<file path="src/rtl/user_input_pulse.sv">
// -----------------------------------------------------------------------------
// user_input_pulse
//   Multi-channel conditioner for asynchronous push-buttons and switches.
//   Each channel runs the same chain, independently of the others:
//     synchroniser -> debouncer -> press FSM -> release detector.
//   The press FSM turns an accepted press into a single-cycle key_pulse.
//   The release detector turns an accepted release into a single-cycle
//   key_release.
//
//   Optional feature, selected by the macro USER_INPUT_REPEAT_EN:
//     defined   : a held key emits auto-repeat press pulses. The first repeat
//                 comes REPEAT_DELAY cycles after the press pulse; after that,
//                 one repeat every REPEAT_PERIOD cycles.
//     undefined : exactly one key_pulse per accepted press. REPEAT_* are
//                 ignored.
//
// Handshake: none. Every output is a free-running level or single-cycle strobe.
//
// Ports
//   clk          in   1    system clock, rising edge
//   rst          in   1    asynchronous reset, active low
//   key_in       in   N    raw asynchronous inputs, 1 = pressed
//   key_level    out  N    debounced level per channel
//   key_pulse    out  N    one-cycle pulse per accepted press (and each repeat)
//   key_release  out  N    one-cycle pulse per accepted release
//   key_any      out  1    OR of key_pulse
//   dbg_state    out  2*N  press FSM state per channel, bits [2*i+1:2*i]
//                          (0 = IDLE, 1 = PULSE, 2 = HELD)
// -----------------------------------------------------------------------------
module user_input_pulse #(
    parameter int N               = 4,
    parameter int SYNC_STAGES     = 2,
    parameter int DEBOUNCE_CYCLES = 16,
    parameter int REPEAT_DELAY    = 25_000_000,
    parameter int REPEAT_PERIOD   = 5_000_000
) (
    input  logic           clk,
    input  logic           rst,
    input  logic [N-1:0]   key_in,
    output logic [N-1:0]   key_level,
    output logic [N-1:0]   key_pulse,
    output logic [N-1:0]   key_release,
    output logic           key_any,
    output logic [2*N-1:0] dbg_state
);

    localparam int CNT_W = $clog2(DEBOUNCE_CYCLES + 1);

    typedef enum logic [1:0] {
        ST_IDLE  = 2'd0,
        ST_PULSE = 2'd1,
        ST_HELD  = 2'd2
    } state_e;

    if (N < 1)               begin : g_bad_n   $error("N must be >= 1");               end
    if (SYNC_STAGES < 2)     begin : g_bad_s   $error("SYNC_STAGES must be >= 2");     end
    if (DEBOUNCE_CYCLES < 1) begin : g_bad_d   $error("DEBOUNCE_CYCLES must be >= 1"); end
    if (REPEAT_DELAY < 2)    begin : g_bad_rd  $error("REPEAT_DELAY must be >= 2");    end
    if (REPEAT_PERIOD < 2)   begin : g_bad_rp  $error("REPEAT_PERIOD must be >= 2");   end

    assign key_any = |key_pulse;

    for (genvar g = 0; g < N; g++) begin : g_ch
        logic [SYNC_STAGES-1:0] sync_q;
        logic                   sync;
        logic                   stable_q, stable_d;
        logic [CNT_W-1:0]       cnt_q, cnt_d;
        logic                   stable_dly_q;
        logic                   release_q;
        state_e                 state_q, state_d;

        assign sync = sync_q[SYNC_STAGES-1];

        // Debouncer: any cycle in which sync agrees with stable restarts the
        // count. So only DEBOUNCE_CYCLES consecutive disagreeing cycles flip
        // stable.
        always_comb begin
            stable_d = stable_q;
            cnt_d    = cnt_q;
            if (sync == stable_q) begin
                cnt_d = '0;
            end else if (cnt_q == CNT_W'(DEBOUNCE_CYCLES - 1)) begin
                stable_d = sync;
                cnt_d    = '0;
            end else begin
                cnt_d = cnt_q + CNT_W'(1);
            end
        end

        always_ff @(posedge clk or negedge rst) begin
            if (!rst) begin
                sync_q       <= '0;
                stable_q     <= 1'b0;
                cnt_q        <= '0;
                stable_dly_q <= 1'b0;
                release_q    <= 1'b0;
                state_q      <= ST_IDLE;
            end else begin
                sync_q       <= {sync_q[SYNC_STAGES-2:0], key_in[g]};
                stable_q     <= stable_d;
                cnt_q        <= cnt_d;
                stable_dly_q <= stable_q;
                release_q    <= stable_dly_q & ~stable_q;
                state_q      <= state_d;
            end
        end

`ifdef USER_INPUT_REPEAT_EN
        localparam int REP_MAX = (REPEAT_DELAY > REPEAT_PERIOD) ? REPEAT_DELAY : REPEAT_PERIOD;
        localparam int REP_W   = (REP_MAX > 2) ? $clog2(REP_MAX) : 1;

        logic [REP_W-1:0] rep_cnt_q, rep_cnt_d;
        logic             first_q, first_d;
        logic [REP_W-1:0] rep_last;

        // rep_cnt is cleared on every entry to HELD, so it counts up from 0
        // and the PULSE cycle plus the clear cycle complete the interval.
        assign rep_last = first_q ? REP_W'(REPEAT_DELAY - 2) : REP_W'(REPEAT_PERIOD - 2);

        always_ff @(posedge clk or negedge rst) begin
            if (!rst) begin
                rep_cnt_q <= '0;
                first_q   <= 1'b0;
            end else begin
                rep_cnt_q <= rep_cnt_d;
                first_q   <= first_d;
            end
        end
`endif

        always_comb begin
            state_d = state_q;
`ifdef USER_INPUT_REPEAT_EN
            rep_cnt_d = rep_cnt_q;
            first_d   = first_q;
`endif
            case (state_q)
                ST_IDLE: begin
                    if (stable_q) begin
                        state_d = ST_PULSE;
`ifdef USER_INPUT_REPEAT_EN
                        first_d = 1'b1;
`endif
                    end
                end
                ST_PULSE: begin
                    if (stable_q) begin
                        state_d = ST_HELD;
`ifdef USER_INPUT_REPEAT_EN
                        rep_cnt_d = '0;
`endif
                    end else begin
                        state_d = ST_IDLE;
                    end
                end
                ST_HELD: begin
                    if (!stable_q) begin
                        state_d = ST_IDLE;
                    end
`ifdef USER_INPUT_REPEAT_EN
                    else if (rep_cnt_q == rep_last) begin
                        state_d = ST_PULSE;
                        first_d = 1'b0;
                    end else begin
                        rep_cnt_d = rep_cnt_q + REP_W'(1);
                    end
`endif
                end
                default: state_d = ST_IDLE;
            endcase
        end

        assign key_level[g]       = stable_q;
        assign key_pulse[g]       = (state_q == ST_PULSE);
        assign key_release[g]     = release_q;
        assign dbg_state[2*g +: 2] = state_q;
    end

endmodule

</file>
<file path="config.mk">
export PLATFORM = sky130hd
export DESIGN_NAME = user_input_pulse
export DESIGN_NICKNAME = d
export VERILOG_FILES = /design/src/rtl/user_input_pulse.sv
export SDC_FILE = /design/constraint.sdc
export NUM_CORES = 1
export LEC_CHECK = 0
export ABC_CLOCK_PERIOD_IN_PS = 1900
export CAP_MARGIN = 20
export CELL_PAD_IN_SITES_DETAIL_PLACEMENT = 1
export CELL_PAD_IN_SITES_GLOBAL_PLACEMENT = 2
export CORE_MARGIN = 2
export CORE_UTILIZATION = 36
export DETAILED_ROUTE_END_ITERATION = 7
export PLACE_DENSITY_LB_ADDON = 0.2
export SYNTH_ARGS = -nofsm -noshare
export SYNTH_HDL_FRONTEND = slang
export SYNTH_SLANG_ARGS = --single-unit
</file>
<file path="constraint.sdc">
create_clock -name clk -period 1.9 [get_ports clk]
set_clock_uncertainty 0.2 [all_clocks]
set_input_delay 0.19 -clock clk [delete_from_list [all_inputs] [get_ports clk]]
set_output_delay 0.19 -clock clk [all_outputs]
set_load 0.05 [all_outputs]
</file>
After elaboration in Yosys (flattened, before gate mapping)
Cells that the tools add are included.
W data, S select, Z words.
{"block": "totals", "inputBits": 6, "ramBits": 0, "regBits": 48, "latch_bits": 0, "romBits": 0, "mem_count": 0, "output_inout_bits": 21}
{"block": "classes", "bitwise_logic": 12, "div": 0, "n_eq_ne": 24, "n_addsub": 4, "n_shift": 0, "magnitude_cmp": 0, "mux": 24, "n_mul": 0, "reduce_logical": 13}
{"cell": "$mux W5", "count": 8}
{"cell": "$mux W2", "count": 12}
{"cell": "$pmux W2 S3", "count": 4}
{"cell": "$add A5 B1 Y5 const B", "count": 4}
{"cell": "$eq A5 B4 Y1 const B", "count": 4}
{"cell": "$ne A2 B2 Y1 const B", "count": 8}
{"cell": "$reduce_and A2 Y1", "count": 8}
{"cell": "$eq A2 B1 Y1 const B", "count": 4}
{"cell": "$eq A2 B2 Y1 const B", "count": 4}
{"cell": "$logic_not A2 Y1", "count": 4}
{"cell": "$not A1 Y1", "count": 8}
{"cell": "$and A1 B1 Y1", "count": 4}
{"cell": "$eq A1 B1 Y1", "count": 4}
{"cell": "$reduce_or A4 Y1", "count": 1}

Logic depth before layout (Yosys ltp)
Gate-level depths: netlist (run 1).
{"block": "depth", "word_depth": 3, "depth_mapped": 4, "mapped_depth_nobuf": 4}

Least setup slack after synthesis (run 1)
OpenSTA, ideal clock, no wires.
{"block": "synth_path", "path_kind": "register to output", "from": "register g_ch[1].state_q[1]", "to": "output key_any", "slack_ns": 0.159, "path_buffers": 0, "arrival_time_ns": 1.351, "stages_incl_launch_ff": 3, "path_cell_list": "dfrtp_1 nand2b_1 nand4_1"}
{"block": "synth_between", "elab_chain_len": 2}
{"element": "start, declared", "line": "70", "rtl": "state_e state_q, state_d;"}
{"element": "start signal, assigned", "line": "104", "rtl": "state_q <= state_d;"}
{"element": "$eq A2 B1 Y1", "line": "174", "rtl": "assign key_pulse[g] = (state_q == ST_PULSE);"}
{"element": "$reduce_or A4 Y1", "line": "61", "rtl": "assign key_any = |key_pulse;"}
{"element": "end, declared", "line": "43", "rtl": "output logic key_any,"}
No other way between the ends.

Worst setup path after layout (run 1)
{"block": "layout_path", "from": "register g_ch[0].release_q", "to": "output key_release[0]"}
{"element": "start, declared", "line": "69", "rtl": "logic release_q;"}
{"element": "start signal, assigned", "line": "103", "rtl": "release_q <= stable_dly_q & ~stable_q;"}
{"element": "end, declared", "line": "42", "rtl": "output logic [N-1:0] key_release,"}
No word-level cell between the ends.

==> flow_summary.yaml, run 1 <==
floorplanning:
  rows: 25
  die_area_um2: 5650
  start_util_pct: 37.9
  fp.coreArea_um2: 4820
  die_h_um: 75.2
  die_w_um: 75.2
  io_pins: 27
routing:
  dr.max_layer_used: "met4"
  wl_met1_mm: 1.27
  post_drt_via_cell_ratio: 4.54
  first_pass_iters: 4
  wire_per_inst_um: 12.9
  dr_wl_met3_um: 135
  wl_met2_mm: 1.54
  ant_nets: 0
  vias: 1066
  drt_wl_total_mm: 3.03
  drt-initial-drc-count: 49
  drc: 0
pwr:
  ir_worst_vdd_v: 0.000454
  power.density_nw_per_um2: 826
  leakage_nw: 1.17
setup_path:
  arrival_ns: 1.42
  path_buf_inv: 1
  r2r-start: "g_ch[2].cnt_q[0]"
  path_max_fanout: 1
  cp.required_ns: 1.51
  rr_worst_depth: 4
  crit_path_top_delay_cell: "clkdlybuf4s50_1"
  crit_chain: "clkdlybuf4s50_1"
  timing.setup.critical_path_class: "reg -> out"
  startpoint: "g_ch[0].release_q"
  end_kind: "output pin"
  worstSetupPathDepth: 1
  r2r-end: "g_ch[2].stable_q"
  start_kind: "register"
  endpoint: "key_release[0]"
  regToRegSetupSlack_ns: 0.37
  crit_family: "buffers and inverters"
  cpPeakStageDelay_ns: 0.79
clock_tree:
  cts_resized: 0
  clock-sinks: 48
  cts_tree: "done"
  cts_buffer_depth: 2
  clock_latency_ns: 0.29
  clockRootBuffer: "clkbuf_8"
  cts.clk_slew.worst_paths_ns: 0.09
  cts_buffers: 5
  cts_max_level: 2
  cts_setup_buffers: 0
  ctsHoldBuffers: 1
grt:
  antenna_found_initial: 0
  grt_remaining_overflow: 0
  grt_pass1_vias: 1169
  grt_pass1_wl_mm: 5.30
  grt.total_usage_pct: 12.9
  grt_max_degree: 30
layout:
  multiInputGateArea_um2: 537
  antenna_cells: 0
  finalInstanceArea_um2: 2260
  seqCellArea_um2: 1200
  final_cell_mix: "48 x dfrtp_1, 14 x nor2_1, 12 x buf_4, 11 x xor2_1"
  area_delta_synth_final_pct: 23.9
  utilization_pct: 46.9
  final_common_cell: "dfrtp_1"
  nNetsFinal: 177
  drive_gt1_share_pct: 20.2
  fill_cells: 517
synthesis:
  ys_ff_latch: 48
  syn_avg_cell_area_um2: 13.0
  synth_cell_types: 23
  yosys_warnings: 0
  yosysSeqAreaShare_pct: 65.8
  synthCells: 140
  synth_nets: 150
  syn_area_um2: 1820
run_status:
  status: "finished clean"
sta:
  hold_viol: 0
  slew_violations: 0
  relSlewSlack_pct: 66.9
  worstMarginPinSlew_ns: 0.495
  fin_crit_ns: 1.81
  timing.setup.tns_ns: 0
  whs_ns: 0.124
  finalCritPeriodShare_pct: 95.2
  rsz0062_at_grt: "no"
  finalSetupViolations: 0
  fmax_mhz: 553
placement:
  port_buffers: 26
  dp_hpwl_mm: 2.25
  place_area_um2: 2140
  globalplace.congestion: 0.712
hold_path:
  min_path_cells: 1
  hp-class: "in -> reg"
  hp-start: "key_in[1]"
flow_run:
  cap_violations: 0
-- state kept, by name, indices dropped and copies added (netlist names) --
name,count
g_ch.state_q,8
g_ch.sync_q,8
g_ch.stable_dly_q,4
g_ch.release_q,4
g_ch.stable_q,4
g_ch.cnt_q,20
-- logic make-up after synthesis --
family                     Yosys count  share of synthesized area (%)
buffers and inverters               15                           4.73
xor gates and xnor gates            12                           6.17
adders and majority gates            4                           2.74
and+or+nand+nor                     49                           14.9
AOI/OAI and AO/OA                    8                           3.15
DFF                                 48                           65.8
muxes                                4                           2.47
-- layout make-up --
class | count | area share (%)
Clock inverter | 2 | 1.55
Tap cell | 67 | 3.71
Clock buffer | 6 | 3.21
Sequential cell | 48 | 53.1
Inverter | 7 | 1.16
Multi-Input combinational cell | 77 | 23.7
Timing Repair Buffer | 28 | 13.5
-- cell usage after synthesis (all sizes together) --
master  instances  area share (%)
and3            4             1.4
buf             8             3.3
a21boi          4             1.9
ha              4             2.7
nand4           1            0.34
and2b           3             1.3
dfrtp          48              66
nand3           8             2.2
mux2            4             2.5
and2            5             1.7
nor3b           4             1.6
nand2b          8             2.7
nor2           15             3.2
o21ai           4             1.3
nor2b           1            0.34
inv             7             1.4
xor2           12             6.2
-- routing by layer --
| metal | track usage (%) | up-vias |
|---|---|---|
| met3 | 4.02 | 8 |
| li1 | - | 495 |
| met5 | 0 | - |
| met4 | 6.63 | 0 |
| met1 | 14.9 | 534 |
| met2 | 21.7 | 29 |
-- per-stage QoR --
step	setup WS [ns]	total power [W]	instances
after floorplan	0.159	0.00113	140
after global placement	0.414	0.00117	226
after detailed placement	0.376	0.00118	226
after CTS	0.0661	0.00191	235
after global routing	0.0320	0.00196	235
final	0.0918	0.00187	235
-- report_power, final --
group / leakage [nW] / internal [W] / switching (W)
Combinational: 0.475 / 0.0000366 / 0.0000467
Clock: 0.0552 / 0.000391 / 0.000323
Sequential: 0.642 / 0.00105 / 0.0000212
Total: 1.17 / 0.00148 / 0.000391
-- worst min-delay path by stage --
stage	end	slack, ns
finish	g_ch[1].sync_q[0]	0.12
global placement	g_ch[2].stable_q	-0.04
CTS	g_ch[1].sync_q[0]	0.11
global route	g_ch[1].sync_q[0]	0.11
detailed placement	g_ch[2].stable_q	-0.03
floorplan	g_ch[0].cnt_q[0]	-0.31
No activity file was read; power rests on OpenSTA's default activity.
==> run 2, diff against run 1 <==
--- a/config.mk
+++ b/config.mk
@@ -9,6 +9,7 @@
 export CAP_MARGIN = 20
 export CELL_PAD_IN_SITES_DETAIL_PLACEMENT = 1
 export CELL_PAD_IN_SITES_GLOBAL_PLACEMENT = 2
+export CORE_ASPECT_RATIO = 1.4
 export CORE_MARGIN = 2
 export CORE_UTILIZATION = 36
 export DETAILED_ROUTE_END_ITERATION = 7
==> flow_summary.yaml, run 2 (synthesized netlist as in run 1, its figures left out) <==
routing:
  post_drt_via_cell_ratio: 4.56
  drt_wl_total_mm: 2.92
  drc: 0
  wire_per_inst_um: 12.6
  drt-initial-drc-count: 22
  vias: 1058
  ant_nets: 0
  first_pass_iters: 2
clock_tree:
  clockRootBuffer: "clkbuf_8"
  cts.clk_slew.worst_paths_ns: 0.09
  cts_max_level: 2
  cts_buffers: 5
  ctsHoldBuffers: 1
  cts_setup_buffers: 0
  cts_buffer_depth: 2
  cts_tree: "done"
  cts_resized: 0
  clock-sinks: 48
  clock_latency_ns: 0.30
pwr:
  power_frac_comb_pct: 4.3
  swShare_pct: 20.6
  seqPwrFrac_pct: 57.7
  p_int_w: 0.00147
  ir_worst_vdd_v: 0.000424
  power.density_nw_per_um2: 828
  p_clk_share_pct: 38.1
  leakage_nw: 1.17
  total_power_w: 0.00186
  switchingPower_w: 0.000382
floorplanning:
  start_util_pct: 37.4
  die_w_um: 64.2
  io_pins: 27
  die_h_um: 88.2
  die_area_um2: 5660
  fp.coreArea_um2: 4880
  rows: 30
hold_path:
  hp-class: "in -> reg"
  hp-start: "key_in[2]"
layout:
  area_delta_synth_final_pct: 22.9
  fill_cells: 514
  drive_gt1_share_pct: 20.8
  top_register: "g_ch.cnt_q"
  finalInstanceArea_um2: 2240
  final_cell_mix: "48 x dfrtp_1, 14 x nor2_1, 14 x buf_4, 11 x xor2_1"
  nNetsFinal: 177
  antenna_cells: 0
  final_common_cell: "dfrtp_1"
  reg.largest.list: "g_ch.cnt_q: 20 flops, g_ch.state_q: 8 flops, g_ch.sync_q: 8 flops"
  stdcell_count: 232
  largest_register_ff_count: 20
sta:
  slew_violations: 0
  fin_crit_ns: 1.80
  worstMarginPinSlew_ns: 0.588
  hold_viol: 0
  timing.setup.tns_ns: 0
  finalSetupViolations: 0
  fmax_mhz: 554
  worst_slack_ns: 0.0950
  rsz0062_at_grt: "no"
  finalCritPeriodShare_pct: 95.0
  relSlewSlack_pct: 60.8
setup_path:
  timing.setup.critical_path_class: "reg -> out"
  cpPeakStageDelay_ns: 0.79
  crit_path_top_delay_cell: "clkdlybuf4s50_1"
  crit_chain: "clkdlybuf4s50_1"
  start_kind: "register"
  arrival_ns: 1.41
  crit_family: "buffers and inverters"
  r2r-start: "g_ch[3].cnt_q[0]"
  end_kind: "output pin"
  cp.required_ns: 1.51
  path_buf_inv: 1
  startpoint: "g_ch[2].release_q"
  path_max_fanout: 1
flow_run:
  cap_violations: 0
placement:
  globalplace.congestion: 0.668
  dp.cells: 223
  port_buffers: 26
  pre_cts_slack_ns: 0.412
  dp_hpwl_mm: 2.12
  place_area_um2: 2120
grt:
  grt_pass1_vias: 1184
  grt_pass1_wl_mm: 5.45
  grt_max_degree: 49
  antenna_found_initial: 0
  grt_remaining_overflow: 0
  grt.total_usage_pct: 12.8
run_status:
  status: "finished clean"
## run 2: changes by cell type in the layout (fill, tap and decap cells not counted)
cell | before | now
buf_4 | 12 | 14
buf_12 | 6 | 5
clkdlybuf4s50_1 | 8 | 7
## run 2: power groups by stage
| stage | logic [W] | clock network (W) | registers, W |
|---|---|---|---|
| floorplan | 0.0000393 | 0 | 0.00109 |
| global placement | 0.0000760 | 0 | 0.00109 |
| detailed placement | 0.0000825 | 0 | 0.00109 |
| CTS | 0.0000838 | 0.000742 | 0.00107 |
| global route | 0.0000959 | 0.000786 | 0.00108 |
| finish | 0.0000789 | 0.000707 | 0.00107 |
## run 2: cell type report
class / count / area (µm²) / share of cell area [%]
clock buffer: 6 / 72.6 / 3.24
clock inverter: 2 / 35.0 / 1.56
inverter: 7 / 26.3 / 1.17
multi-input combinational: 77 / 537 / 23.9
sequential: 48 / 1200 / 53.6
tap: 64 / 80.1 / 3.57
timing repair buffer: 28 / 290 / 12.9
## run 2: worst paths after layout
check	to	slack [ns]	cells past startpoint
worst min register to register	g_ch[2].sync_q[1]	0.15	0
worst max register to register	g_ch[3].stable_q	0.42	4
min in group asynchronous	g_ch[2].release_q	0.32	3
worst min-delay path	g_ch[2].sync_q[0]	0.13	1
worst max-delay path	key_release[2]	0.1	1
max in group asynchronous	g_ch[3].cnt_q[2]	0.77	3
## run 2: routing by layer
metal	vias up	global-route usage [%]	wire, µm
li1	502	-	-
met5	-	0	0
met3	5	4.07	124
met2	20	21.9	1550
met1	531	14.5	1160
met4	0	6.38	80
## run 2: metrics by stage
step | hold WS [ns] | util (%)
floorplan | -0.306 | -
global placement | 0.116 | 43.5
detailed placement | 0.132 | 43.5
CTS | 0.117 | 45.9
global route | 0.125 | 45.9
finish | 0.128 | 45.9
